## src/rtl/cfa_pkg.sv

```systemverilog
// -----------------------------------------------------------------------------
// cfa_pkg
// Shared constants for the CFA demosaic gradient-weight path. The blend mixer
// and the weight generator (and its verification model) both use it.
//   PIX_W / WGT_W   : pixel and weight widths
//   PROD_W / SUM_W  : width of one weighted product, and of the sum of two
//   W_MAX           : full-scale weight (pixel a only)
//   HALF            : rounding bias for round-half-up division by 255
//   DIV_MUL/SHIFT   : reciprocal constant for exact floor(x/255), x <= 65152
// -----------------------------------------------------------------------------
package cfa_pkg;

  localparam int PIX_W  = 8;
  localparam int WGT_W  = 8;
  localparam int PROD_W = 2 * PIX_W;
  localparam int SUM_W  = PROD_W + 1;

  localparam logic [WGT_W-1:0] W_MAX = 8'd255;
  localparam logic [SUM_W-1:0] HALF  = 17'd127;

  // ceil(2^23 / 255). For x <= 65152 the overshoot is below 1/255 minus the
  // largest fractional part of x/255, so (x * DIV_MUL) >> 23 == floor(x/255).
  localparam logic [15:0] DIV_MUL   = 16'd32897;
  localparam int          DIV_SHIFT = 23;

  // True when the weight selects pixel a alone.
  function automatic logic is_full_weight(input logic [WGT_W-1:0] wt);
    return (wt == W_MAX);
  endfunction

endpackage

```

## src/rtl/cfa_div255_rnd.sv

```systemverilog
// -----------------------------------------------------------------------------
// cfa_div255_rnd
// Combinational round-half-up division by 255: q = floor((s + 127) / 255).
// Exact for every s in 0..65025, the range of a*w + b*(255-w).
// Ports:
//   s : in  17-bit weighted sum
//   q : out 8-bit rounded quotient
// -----------------------------------------------------------------------------
module cfa_div255_rnd
  import cfa_pkg::*;
(
  input  logic [SUM_W-1:0] s,
  output logic [PIX_W-1:0] q
);

  logic [SUM_W-1:0]    biased_s;
  logic [SUM_W+15:0]   prod_s;
  logic                unused_s;

  // Bias for rounding, then multiply by the scaled reciprocal of 255.
  always_comb begin
    biased_s = s + HALF;
    prod_s   = {16'd0, biased_s} * {{SUM_W{1'b0}}, DIV_MUL};
  end

  assign q = prod_s[DIV_SHIFT +: PIX_W];

  // Fraction bits and the always-zero top bits carry no information.
  assign unused_s = ^{prod_s[SUM_W+15:DIV_SHIFT+PIX_W], prod_s[DIV_SHIFT-1:0]};

endmodule

```

## src/rtl/cfa_blend_mix.sv

```systemverilog
// -----------------------------------------------------------------------------
// cfa_blend_mix
// Blends two interpolated CFA pixels by a normalised weight:
//   pix_out = round((a*w + b*(255-w)) / 255)
// through a 3-stage valid/ready pipeline (S1 products, S2 sum, S3 divide).
// All stages advance together when the output is empty or being taken.
// Optional build macro CFA_BLEND_CNT_EN adds handshake counters.
// Ports:
//   clk        : in  rising-edge clock
//   rst        : in  asynchronous active-low reset
//   in_valid   : in  input beat valid
//   in_ready   : out block accepts a beat this cycle (combinational)
//   pix_a      : in  pixel at full weight
//   pix_b      : in  pixel at zero weight
//   w          : in  blend weight 0..255
//   out_valid  : out pix_out valid
//   out_ready  : in  downstream accepts pix_out
//   pix_out    : out blended pixel
//   pix_cnt    : out (CFA_BLEND_CNT_EN) output handshakes, wrapping 16 bits
//   sat_cnt    : out (CFA_BLEND_CNT_EN) handshakes whose weight was 255
// -----------------------------------------------------------------------------
module cfa_blend_mix
  import cfa_pkg::*;
#(
  parameter int DW = PIX_W,
  parameter int WW = WGT_W
) (
  input  logic          clk,
  input  logic          rst,
  input  logic          in_valid,
  output logic          in_ready,
  input  logic [DW-1:0] pix_a,
  input  logic [DW-1:0] pix_b,
  input  logic [WW-1:0] w,
  output logic          out_valid,
  input  logic          out_ready,
  output logic [DW-1:0] pix_out
`ifdef CFA_BLEND_CNT_EN
  ,
  output logic [15:0]   pix_cnt,
  output logic [15:0]   sat_cnt
`endif
);

  localparam int            PW    = 2 * DW;
  localparam int            SW    = PW + 1;
  localparam logic [WW-1:0] WFULL = {WW{1'b1}};

  logic          adv_s;
  logic          out_hs_s;
  logic [WW-1:0] w_inv_s;
  logic [DW-1:0] pix_s;

  logic          v1_r;
  logic [PW-1:0] pa_r;
  logic [PW-1:0] pb_r;
  logic          v2_r;
  logic [SW-1:0] sum_r;
  logic          out_valid_r;
  logic [DW-1:0] pix_r;

  // Pipeline enable, output handshake and complementary weight.
  always_comb begin
    adv_s    = !out_valid_r || out_ready;
    out_hs_s = out_valid_r && out_ready;
    w_inv_s  = WFULL - w;
  end

  assign in_ready  = adv_s;
  assign out_valid = out_valid_r;
  assign pix_out   = pix_r;

  // S1: weighted products. Data may load on bubbles; v1 marks real beats.
  always_ff @(posedge clk or negedge rst) begin
    if (!rst) begin
      v1_r <= 1'b0;
      pa_r <= '0;
      pb_r <= '0;
    end else if (adv_s) begin
      v1_r <= in_valid;
      pa_r <= PW'(pix_a) * PW'(w);
      pb_r <= PW'(pix_b) * PW'(w_inv_s);
    end
  end

  // S2: sum of products, at most 255*255 so one extra bit is enough.
  always_ff @(posedge clk or negedge rst) begin
    if (!rst) begin
      v2_r  <= 1'b0;
      sum_r <= '0;
    end else if (adv_s) begin
      v2_r  <= v1_r;
      sum_r <= SW'(pa_r) + SW'(pb_r);
    end
  end

  cfa_div255_rnd u_div (
    .s (sum_r),
    .q (pix_s)
  );

  // S3: rounded quotient and output valid; a taken output with nothing
  // behind it drops out_valid because v2 is low.
  always_ff @(posedge clk or negedge rst) begin
    if (!rst) begin
      out_valid_r <= 1'b0;
      pix_r       <= '0;
    end else if (adv_s) begin
      out_valid_r <= v2_r;
      pix_r       <= pix_s;
    end
  end

`ifdef CFA_BLEND_CNT_EN
  logic sat1_r;
  logic sat2_r;
  logic sat3_r;
  logic [15:0] pix_cnt_r;
  logic [15:0] sat_cnt_r;

  // Carry the full-weight flag alongside the data so it leaves with its beat.
  always_ff @(posedge clk or negedge rst) begin
    if (!rst) begin
      sat1_r <= 1'b0;
      sat2_r <= 1'b0;
      sat3_r <= 1'b0;
    end else if (adv_s) begin
      sat1_r <= is_full_weight(w);
      sat2_r <= sat1_r;
      sat3_r <= sat2_r;
    end
  end

  // Handshake counters; 16-bit adds wrap 65535 -> 0 naturally.
  always_ff @(posedge clk or negedge rst) begin
    if (!rst) begin
      pix_cnt_r <= 16'd0;
      sat_cnt_r <= 16'd0;
    end else if (out_hs_s) begin
      pix_cnt_r <= pix_cnt_r + 16'd1;
      if (sat3_r) begin
        sat_cnt_r <= sat_cnt_r + 16'd1;
      end
    end
  end

  assign pix_cnt = pix_cnt_r;
  assign sat_cnt = sat_cnt_r;
`else
  logic unused_hs_s;
  assign unused_hs_s = out_hs_s;
`endif

endmodule

```

## config.mk

```make
export PLATFORM = sky130hd
export DESIGN_NAME = cfa_blend_mix
export DESIGN_NICKNAME = d
export VERILOG_FILES = /design/src/rtl/cfa_pkg.sv /design/src/rtl/cfa_div255_rnd.sv /design/src/rtl/cfa_blend_mix.sv
export SDC_FILE = /design/constraint.sdc
export NUM_CORES = 1
export LEC_CHECK = 0
export ABC_AREA = 0
export ABC_CLOCK_PERIOD_IN_PS = 6110
export CAP_MARGIN = 10
export CORE_MARGIN = 2
export CORE_UTILIZATION = 50
export DETAILED_ROUTE_END_ITERATION = 8
export PLACE_DENSITY = 0.68
export REMOVE_ABC_BUFFERS = 1
export SLEW_MARGIN = 20
export SYNTH_ARGS = -nofsm -noshare
export SYNTH_HDL_FRONTEND = slang
export SYNTH_SLANG_ARGS = --single-unit
```

## constraint.sdc

```tcl
create_clock -name clk -period 6.11 [get_ports clk]
set_input_delay 0.611 -clock clk [delete_from_list [all_inputs] [get_ports clk]]
set_output_delay 0.611 -clock clk [all_outputs]
set_load 0.02 [all_outputs]
```

==> results.json, run 1 <==
{
  "status": "complete, no violations",
  "synth.top_cells.by_area": "ha_1 22%, dfrtp_1 17%, fa_1 17%",
  "p_leak_nw": 4.69,
  "fin_area_um2": 9460,
  "internal_power_mw": 2.67,
  "pre_cts_ws_ps": 541,
  "max_freq_mhz": 191,
  "grt_usage": 0.208,
  "ys_seq_area_frac": 0.175,
  "synthDistinctLibCells": 60,
  "die_h_um": 135,
  "synth_area_leader_cell": "ha_1",
  "synth.ff_latch_count": 60,
  "first_iter_violations": 297,
  "cp_max_fo": 16,
  "cts.clk_slew.worst_paths_ps": 60,
  "synth_edf_count": 0,
  "initial_utilization": 0.514,
  "via_count": 6383,
  "cts-root-buf": "clkbuf_16",
  "maxSlewViolCount": 0,
  "fin_crit_ps": 5230,
  "std_cell_rows": 47,
  "overflow": 0,
  "route.detailed.drc": 0,
  "final_net_count": 1239,
  "yosys_warnings": 0,
  "finalCritPeriodShare": 0.855,
  "antennaDiodeCount": 0,
  "drive_gt1_frac": 0.0402,
  "dieArea_um2": 18200,
  "finClkSkew_ps": 8.17,
  "crit_type": "primary input to flop",
  "cts_resized": 0,
  "post-cts-setup-buffer-count": 0,
  "fin_ws_ps": 884,
  "relSlewSlack": 0.459,
  "synth.top_cell.area_share": 0.217,
  "critPathLaunchType": "primary input",
  "cts_buffers": 9,
  "port_buffers": 37,
  "cp.required_ps": 6370,
  "antenna_left": 0,
  "viasPerCell": 5.26,
  "ctsHtreeMaxLevel": 3,
  "rsz0062_at_grt": "false",
  "antenna_found_initial": 0,
  "hold_path.class": "primary input to async pin",
  "clk_latency_ps": 330,
  "routed_wl_um": 17400,
  "place.gp.congestion": 0.844,
  "cp.arrival_ps": 5490,
  "wire_per_inst_um": 14.4,
  "synthCells": 957,
  "io_pins": 38,
  "cap_violations": 0,
  "setup_viol": 0,
  "finalSetupTns_ps": 0,
  "power_density_nw_per_um2": 541,
  "grt_max_degree": 87,
  "dpl.hpwl_um": 13700,
  "synth_area_um2": 8580,
  "async_reset_ff_frac": 1.00,
  "area_growth_pct": 10.2,
  "worst_pin_slew_ps": 812,
  "cts_tree": "built",
  "combPwrFrac": 0.755,
  "grt_pass1_vias": 6474,
  "clkPwrFrac": 0.096,
  "placed_cell_area_um2": 9170,
  "cts_buffer_depth": 2,
  "end_kind": "flop",
  "grt_pass1_wl_um": 30800,
  "vdd_drop_max_v": 0.000484,
  "hold_viol": 0,
  "die_w_um": 135,
  "cts_hold_buffers": 0,
  "clock_sinks": 60,
  "core_um2": 16700,
  "syn-mean-instance-area_um2": 8.97,
  "firstDrtPassIters": 7,
  "p_sw_frac": 0.478,
  "p_switching_mw": 2.44,
  "pwr-share-seq": 0.149,
  "synthFlopType": "dfrtp_1"
}
==> cells in the mapped netlist (10+ instances only) <==
master and number:
nand2b_1 17, ha_1 149, fa_1 73, nor3_1 13
and2_1 61, nor2b_1 59, nand3_1 11, a21oi_1 59
xnor2_1 37, xor2_1 27, nor2_1 56, clkbuf_1 19
o21ai_0 24, nand2_1 74, dfrtp_1 60, a21o_1 10
inv_1 124
==> sequential cells by signal (all words and copies together), names as in the netlist <==
name       flops
v1_r           1
pb_r          16
out_valid      1
sum_r         17
pix_out        8
pa_r          16
v2_r           1
==> kinds of logic (layout without fill, tap and decap cells) <==
logic type,after synthesis,after routing,share of synthesized area
DFF,60,60,0.175
xor gates and xnor gates,66,66,0.0704
AOI/OAI and AO/OA,142,142,0.103
muxes,1,1,0.00117
and+or+nand+nor,319,319,0.196
adders and majority gates,222,222,0.387
buffers and inverters,147,184,0.0663
==> per-layer routing <==
layer	routed length, um	vias to the layer above	global-route usage
li1	-	3204	-
met5	0	-	0
met3	324	13	0.0236
met1	8600	3099	0.296
met4	97	0	0.0260
met2	8400	67	0.351
==> layout by cell type (no fill, tap or decap), types with 17 or more instances in the layout <==
master / n
ha_1: 149
inv_1: 124
nand2_1: 74
fa_1: 73
and2_1: 61
dfrtp_1: 60
a21oi_1: 59
nor2b_1: 58
nor2_1: 56
xnor2_1: 37
clkdlybuf4s50_1: 36
xor2_1: 27
o21ai_0: 24
nand2b_1: 17
==> worst max-delay path, cell delays in order <==
cell and delay [ps]:
clkdlybuf4s50_1 870, nor2b_1 150, fa_1 550, inv_1 50, fa_1 470, inv_1 50
fa_1 520, inv_1 50, fa_1 520, inv_1 40, ha_1 280, inv_1 60
a21oi_1 210, o211ai_1 140, a21oi_1 210, nor3_1 100, or4_1 500, nand3_1 90
==> power by group through the flow <==
| stage | combinational [mW] | clock, mW | sequential [mW] |
|---|---|---|---|
| after floorplan | 2.99 | 0 | 0.758 |
| after global placement | 3.81 | 0 | 0.760 |
| after detailed placement | 3.83 | 0 | 0.765 |
| after CTS | 3.91 | 0.492 | 0.762 |
| after global routing | 4.50 | 0.512 | 0.790 |
| final | 3.86 | 0.489 | 0.762 |
==> stage by stage <==
step | total power [mW] | hold WS [ps] | std cells | utilization
final | 5.12 | 452 | 1214 | 0.566
after global placement | 4.57 | 445 | 1198 | 0.549
after detailed placement | 4.60 | 449 | 1198 | 0.549
after floorplan | 3.75 | 315 | 936 | -
after CTS | 5.16 | 461 | 1214 | 0.566
after global routing | 5.80 | 484 | 1214 | 0.566
==> layout make-up <==
class                           instances  area, um2
Fill cell                            1549       7240
Clock buffer                           12        267
Timing Repair Buffer                   42        403
Multi-Input combinational cell        750       6520
Sequential cell                        60       1500
Tap cell                              220        275
Clock inverter                          4       22.5
Inverter                              126        475
==> worst paths after layout <==
check	endpoint	slack [ps]	cells past startpoint	from
min reg2reg	v2_r	460	2	v2_r
max in group asynchronous	sum_r[4]	5120	2	rst
max	pb_r[15]	880	18	w[4]
max reg2reg	pix_out[6]	1040	18	sum_r[4]
min	v1_r	450	2	rst
min in group clk	v2_r	460	2	v2_r
Power figures use the tool's default switching activity.
==> run 2, diff against run 1 <==
- CORE_UTILIZATION: 50 -> 55
- MAX_ROUTING_LAYER: default -> met4
- PLACE_DENSITY: 0.68 -> 0.73
==> run 2 against run 1 <==
Against the previous run: register-to-register slack barely moved; clock power increased by 2%; flip-flop and latch count stayed put; wire length fell by 1.7%; non-clock buffer count rose by 2; global-route usage increased by 2.5 points; worst setup slack worse by 24 ps; die area decreased by 8.8%; cell count decreased by 2.5%; combinational power about the same; critical endpoint unchanged; largest cell class unchanged; highest routed layer unchanged.
==> results.json, run 2 (synthesis gave the netlist of run 1 again) <==
{
  "routed_wl_um": 17100,
  "drive_gt1_frac": 0.0402,
  "hold_viol": 0,
  "finalCritPeriodShare": 0.859,
  "cts_hold_buffers": 0,
  "finalSetupTns_ps": 0,
  "cts_resized": 0,
  "fin_crit_ps": 5250,
  "vdd_drop_max_v": 0.000338,
  "instances_no_fill": 1184,
  "place.gp.congestion": 0.866,
  "largest_register_ffs": 17,
  "placedCellCount": 1168,
  "antenna_left": 0,
  "top_regs": "sum_r (17), pa_r (16), pb_r (16)",
  "cts.clk_slew.worst_paths_ps": 60,
  "cp.arrival_ps": 5510,
  "via_count": 6487,
  "cp.required_ps": 6370,
  "relSlewSlack": 0.464,
  "layout_commonest_cell": "ha_1",
  "antenna_found_initial": 0,
  "viasPerCell": 5.48,
  "route.detailed.drc": 0,
  "ctsHtreeMaxLevel": 3,
  "grt_pass1_vias": 6421,
  "grt_pass1_wl_um": 30000,
  "finClkSkew_ps": 7.29,
  "crit_type": "primary input to flop",
  "p_leak_nw": 4.70,
  "whs_ps": 433,
  "first_iter_violations": 328,
  "power_density_nw_per_um2": 542,
  "clock_sinks": 60,
  "max_freq_mhz": 190,
  "r2r_slack_ps": 1050,
  "status": "complete, no violations",
  "critPathLaunchType": "primary input",
  "antennaDiodeCount": 0,
  "area_growth_pct": 9.87,
  "rsz0062_at_grt": "false",
  "cap_violations": 0,
  "clk_latency_ps": 340,
  "cts-root-buf": "clkbuf_16",
  "fin_util": 0.620,
  "internal_power_mw": 2.69,
  "dieArea_um2": 16600,
  "worst_pin_slew_ps": 805,
  "placed_cell_area_um2": 9150,
  "post-cts-setup-buffer-count": 0,
  "initial_utilization": 0.565,
  "die_h_um": 129,
  "overflow": 0,
  "cts_buffers": 9,
  "core_um2": 15200,
  "p_switching_mw": 2.43,
  "final_net_count": 1241,
  "cts_buffer_depth": 2,
  "p_total_mw": 5.11,
  "fin_area_um2": 9430,
  "fin_ws_ps": 860,
  "regMostFlops": "sum_r",
  "fill_cells": 1313,
  "pwr-share-seq": 0.148,
  "wire_per_inst_um": 14.5,
  "die_w_um": 129,
  "std_cell_rows": 45,
  "p_sw_frac": 0.475,
  "grt_max_degree": 87,
  "combPwrFrac": 0.755,
  "io_pins": 38,
  "cp_max_fo": 16,
  "end_kind": "flop",
  "maxSlewViolCount": 0,
  "dpl.hpwl_um": 13800,
  "clkPwrFrac": 0.097,
  "layout_common_cells": "149 x ha_1, 124 x inv_1, 74 x nand2_1",
  "pre_cts_ws_ps": 539,
  "hold_path.class": "primary input to async pin",
  "port_buffers": 37,
  "setup_viol": 0,
  "cts_tree": "built",
  "grt_usage": 0.232,
  "firstDrtPassIters": 5
}
## run 2: cell count changes in the layout (fill, tap and decap cells not counted)
cell / previous run / this run
clkbuf_8: 3 / 0
buf_4: 5 / 7
bufinv_16: 0 / 1
clkbuf_1: 0 / 2
## run 2: layout make-up
class,instances,area [um2],share of cell area
clock buffer,11,233,0.0247
multi-input combinational,750,6520,0.691
sequential,60,1500,0.159
timing repair buffer,44,418,0.0443
tap,188,235,0.0249
clock inverter,5,52.6,0.00557
inverter,126,475,0.0504
## run 2: per-layer routing
layer	track usage	up-vias	wire, um
li1	-	3210	-
met1	0.318	3165	8240
met2	0.367	88	8130
met3	0.0287	24	442
met4	0.0614	0	305
met5	-	-	0
## run 2: path summary, 6_finish.rpt
kind                           from    endpoint  depth (start not counted)
setup / recovery               w[3]    pb_r[15]                         18
hold / removal                  rst        v2_r                          2
setup reg to reg           sum_r[4]  pix_out[7]                         18
hold reg to reg                v2_r        v2_r                          2
max in group asynchronous       rst    pa_r[11]                          2
min in group clk               v2_r        v2_r                          2
## run 2: power groups by stage
stage / Sequential, mW / Combinational, mW / Clock (mW)
floorplan: 0.758 / 2.99 / 0
global placement: 0.756 / 3.78 / 0
detailed placement: 0.760 / 3.86 / 0
CTS: 0.756 / 3.92 / 0.504
global route: 0.782 / 4.46 / 0.525
finish: 0.755 / 3.86 / 0.497
## run 2: worst max-delay path, cell delays in order
cell and delay [ps]:
clkdlybuf4s50_1 870, nor2b_1 140, fa_1 520, inv_1 50, fa_1 470, inv_1 50
fa_1 530, inv_1 50, fa_1 520, inv_1 40, ha_1 280, inv_1 60
a21oi_1 230, o211ai_1 160, a21oi_1 210, nor3_1 100, or4_1 510, nand3_1 100
==> run 3, diff against run 2 <==
- GPL_TIMING_DRIVEN: default -> 0
==> run 3 against run 2 <==
Against the previous run: global-route usage hardly changed; cell count is 0.42% lower; via count is 1.7% lower; hold slack worse by 230 ps; clock power is 6.8% lower; wire length is 0.20% higher; critical path type unchanged; critical endpoint unchanged; largest cell class unchanged.
==> results.json, run 3 (synthesis gave the netlist of run 1 again) <==
{
  "crit_buf_inv": 6,
  "combPwrFrac": 0.761,
  "cp.arrival_ps": 5650,
  "setup_viol": 0,
  "placedCellCount": 1163,
  "die_h_um": 129,
  "post-cts-setup-buffer-count": 0,
  "hold_path.class": "primary input to async pin",
  "hold_viol": 0,
  "routed_wl_um": 17200,
  "drive_gt1_frac": 0.0353,
  "p_leak_nw": 4.68,
  "whs_ps": 203,
  "critPathLaunchType": "primary input",
  "startpoint": "w[4]",
  "pwr-share-seq": 0.148,
  "crit_family": "adder cells",
  "die_w_um": 129,
  "critPathMaxStageDelay_ps": 910,
  "finalSetupTns_ps": 0,
  "finalCritPeriodShare": 0.882,
  "firstDrtPassIters": 4,
  "power_density_nw_per_um2": 541,
  "p_switching_mw": 2.43,
  "port_buffers": 37,
  "grt_usage": 0.232,
  "slowest_stage": "clkdlybuf4s50_1",
  "dieArea_um2": 16600,
  "cts_tree": "built",
  "grt_pass1_vias": 6233,
  "top_regs": "sum_r (17), pa_r (16), pb_r (16)",
  "ctsHtreeMaxLevel": 3,
  "std_cell_rows": 45,
  "cap_violations": 0,
  "cts_buffers": 9,
  "r2r_slack_ps": 1080,
  "finClkSkew_ps": 7.72,
  "antenna_found_initial": 0,
  "layout_commonest_cell": "ha_1",
  "initial_utilization": 0.565,
  "max_freq_mhz": 186,
  "route.detailed.drc": 0,
  "crit_type": "primary input to flop",
  "worst_pin_slew_ps": 828,
  "p_total_mw": 5.09,
  "dpl.hpwl_um": 13500,
  "grt_pass1_wl_um": 30000,
  "relSlewSlack": 0.448,
  "first_iter_violations": 379,
  "viasPerCell": 5.41,
  "antennaDiodeCount": 0,
  "wire_per_inst_um": 14.6,
  "core_um2": 15200,
  "fin_ws_ps": 722,
  "clkPwrFrac": 0.091,
  "fin_util": 0.620,
  "placed_cell_area_um2": 9150,
  "cts.clk_slew.worst_paths_ps": 60,
  "antenna_left": 0,
  "pre_cts_ws_ps": 417,
  "area_growth_pct": 9.74,
  "reg2regPathDepth": 18,
  "io_pins": 38,
  "crit_top_cell": "inv_1",
  "cts_buffer_depth": 2,
  "endpoint": "pb_r[15]",
  "via_count": 6374,
  "status": "complete, no violations",
  "cp.required_ps": 6380,
  "grt_max_degree": 87,
  "place.gp.congestion": 0.873,
  "clk_latency_ps": 330,
  "fin_area_um2": 9420,
  "cts_hold_buffers": 0,
  "vdd_drop_max_v": 0.000388,
  "cts-root-buf": "clkbuf_16",
  "fin_crit_ps": 5390,
  "instances_no_fill": 1179,
  "final_net_count": 1236,
  "maxSlewViolCount": 0,
  "regMostFlops": "sum_r",
  "end_kind": "flop",
  "layout_common_cells": "149 x ha_1, 124 x inv_1, 74 x nand2_1",
  "p_sw_frac": 0.478,
  "r2r_start": "sum_r[4]",
  "r2r-end": "pix_out[7]",
  "fill_cells": 1324,
  "cp_max_fo": 16,
  "largest_register_ffs": 17,
  "cp_num_cells": 18,
  "clock_sinks": 60,
  "overflow": 0,
  "internal_power_mw": 2.66,
  "rsz0062_at_grt": "false",
  "cts_resized": 0,
  "crit_chain": "clkdlybuf4s50_1 > nor2b_1 > fa_1 > inv_1 > fa_1 > inv_1 > fa_1 > inv_1 > fa_1 > inv_1 > ha_1 > inv_1 > a21oi_1 > o211ai_1 > a21oi_1 > nor3_1 > or4_1 > nand3_1"
}
run 3: worst min path at each step:
stage | startpoint | endpoint | slack (ps) | cells past startpoint
6_report | rst | pix_out[6] | 200 | 1
4_1_cts | rst | v2_r | 210 | 1
3_3_place_gp | v2_r | v2_r | 440 | 2
3_5_place_dp | v2_r | out_valid | 460 | 1
5_1_grt | rst | pix_out[6] | 230 | 1
2_1_floorplan | rst | out_valid | 320 | 0
run 3: metal layers:
layer / routed length, um / part of all wire / GRT usage
met1: 8500 / 0.50 / 0.329
met2: 8080 / 0.47 / 0.360
met4: 231 / 0.013 / 0.0480
met5: 0 / 0 / -
met3: 349 / 0.020 / 0.0274
run 3: final cells by class:
type / instances / area [um2] / area share
Sequential cell: 60 / 1500 / 0.159
Inverter: 126 / 475 / 0.0505
Clock buffer: 12 / 246 / 0.0262
Multi-Input combinational cell: 750 / 6520 / 0.692
Tap cell: 188 / 235 / 0.0250
Timing Repair Buffer: 39 / 415 / 0.0441
Clock inverter: 4 / 25.0 / 0.00266
run 3: power by group through the flow:
| stage | Sequential (mW) | Combinational [mW] | Clock [mW] |
|---|---|---|---|
| after floorplan | 0.758 | 2.99 | 0 |
| after global placement | 0.755 | 3.75 | 0 |
| after detailed placement | 0.760 | 3.85 | 0 |
| after CTS | 0.756 | 3.91 | 0.474 |
| after global routing | 0.782 | 4.45 | 0.496 |
| final | 0.756 | 3.87 | 0.463 |
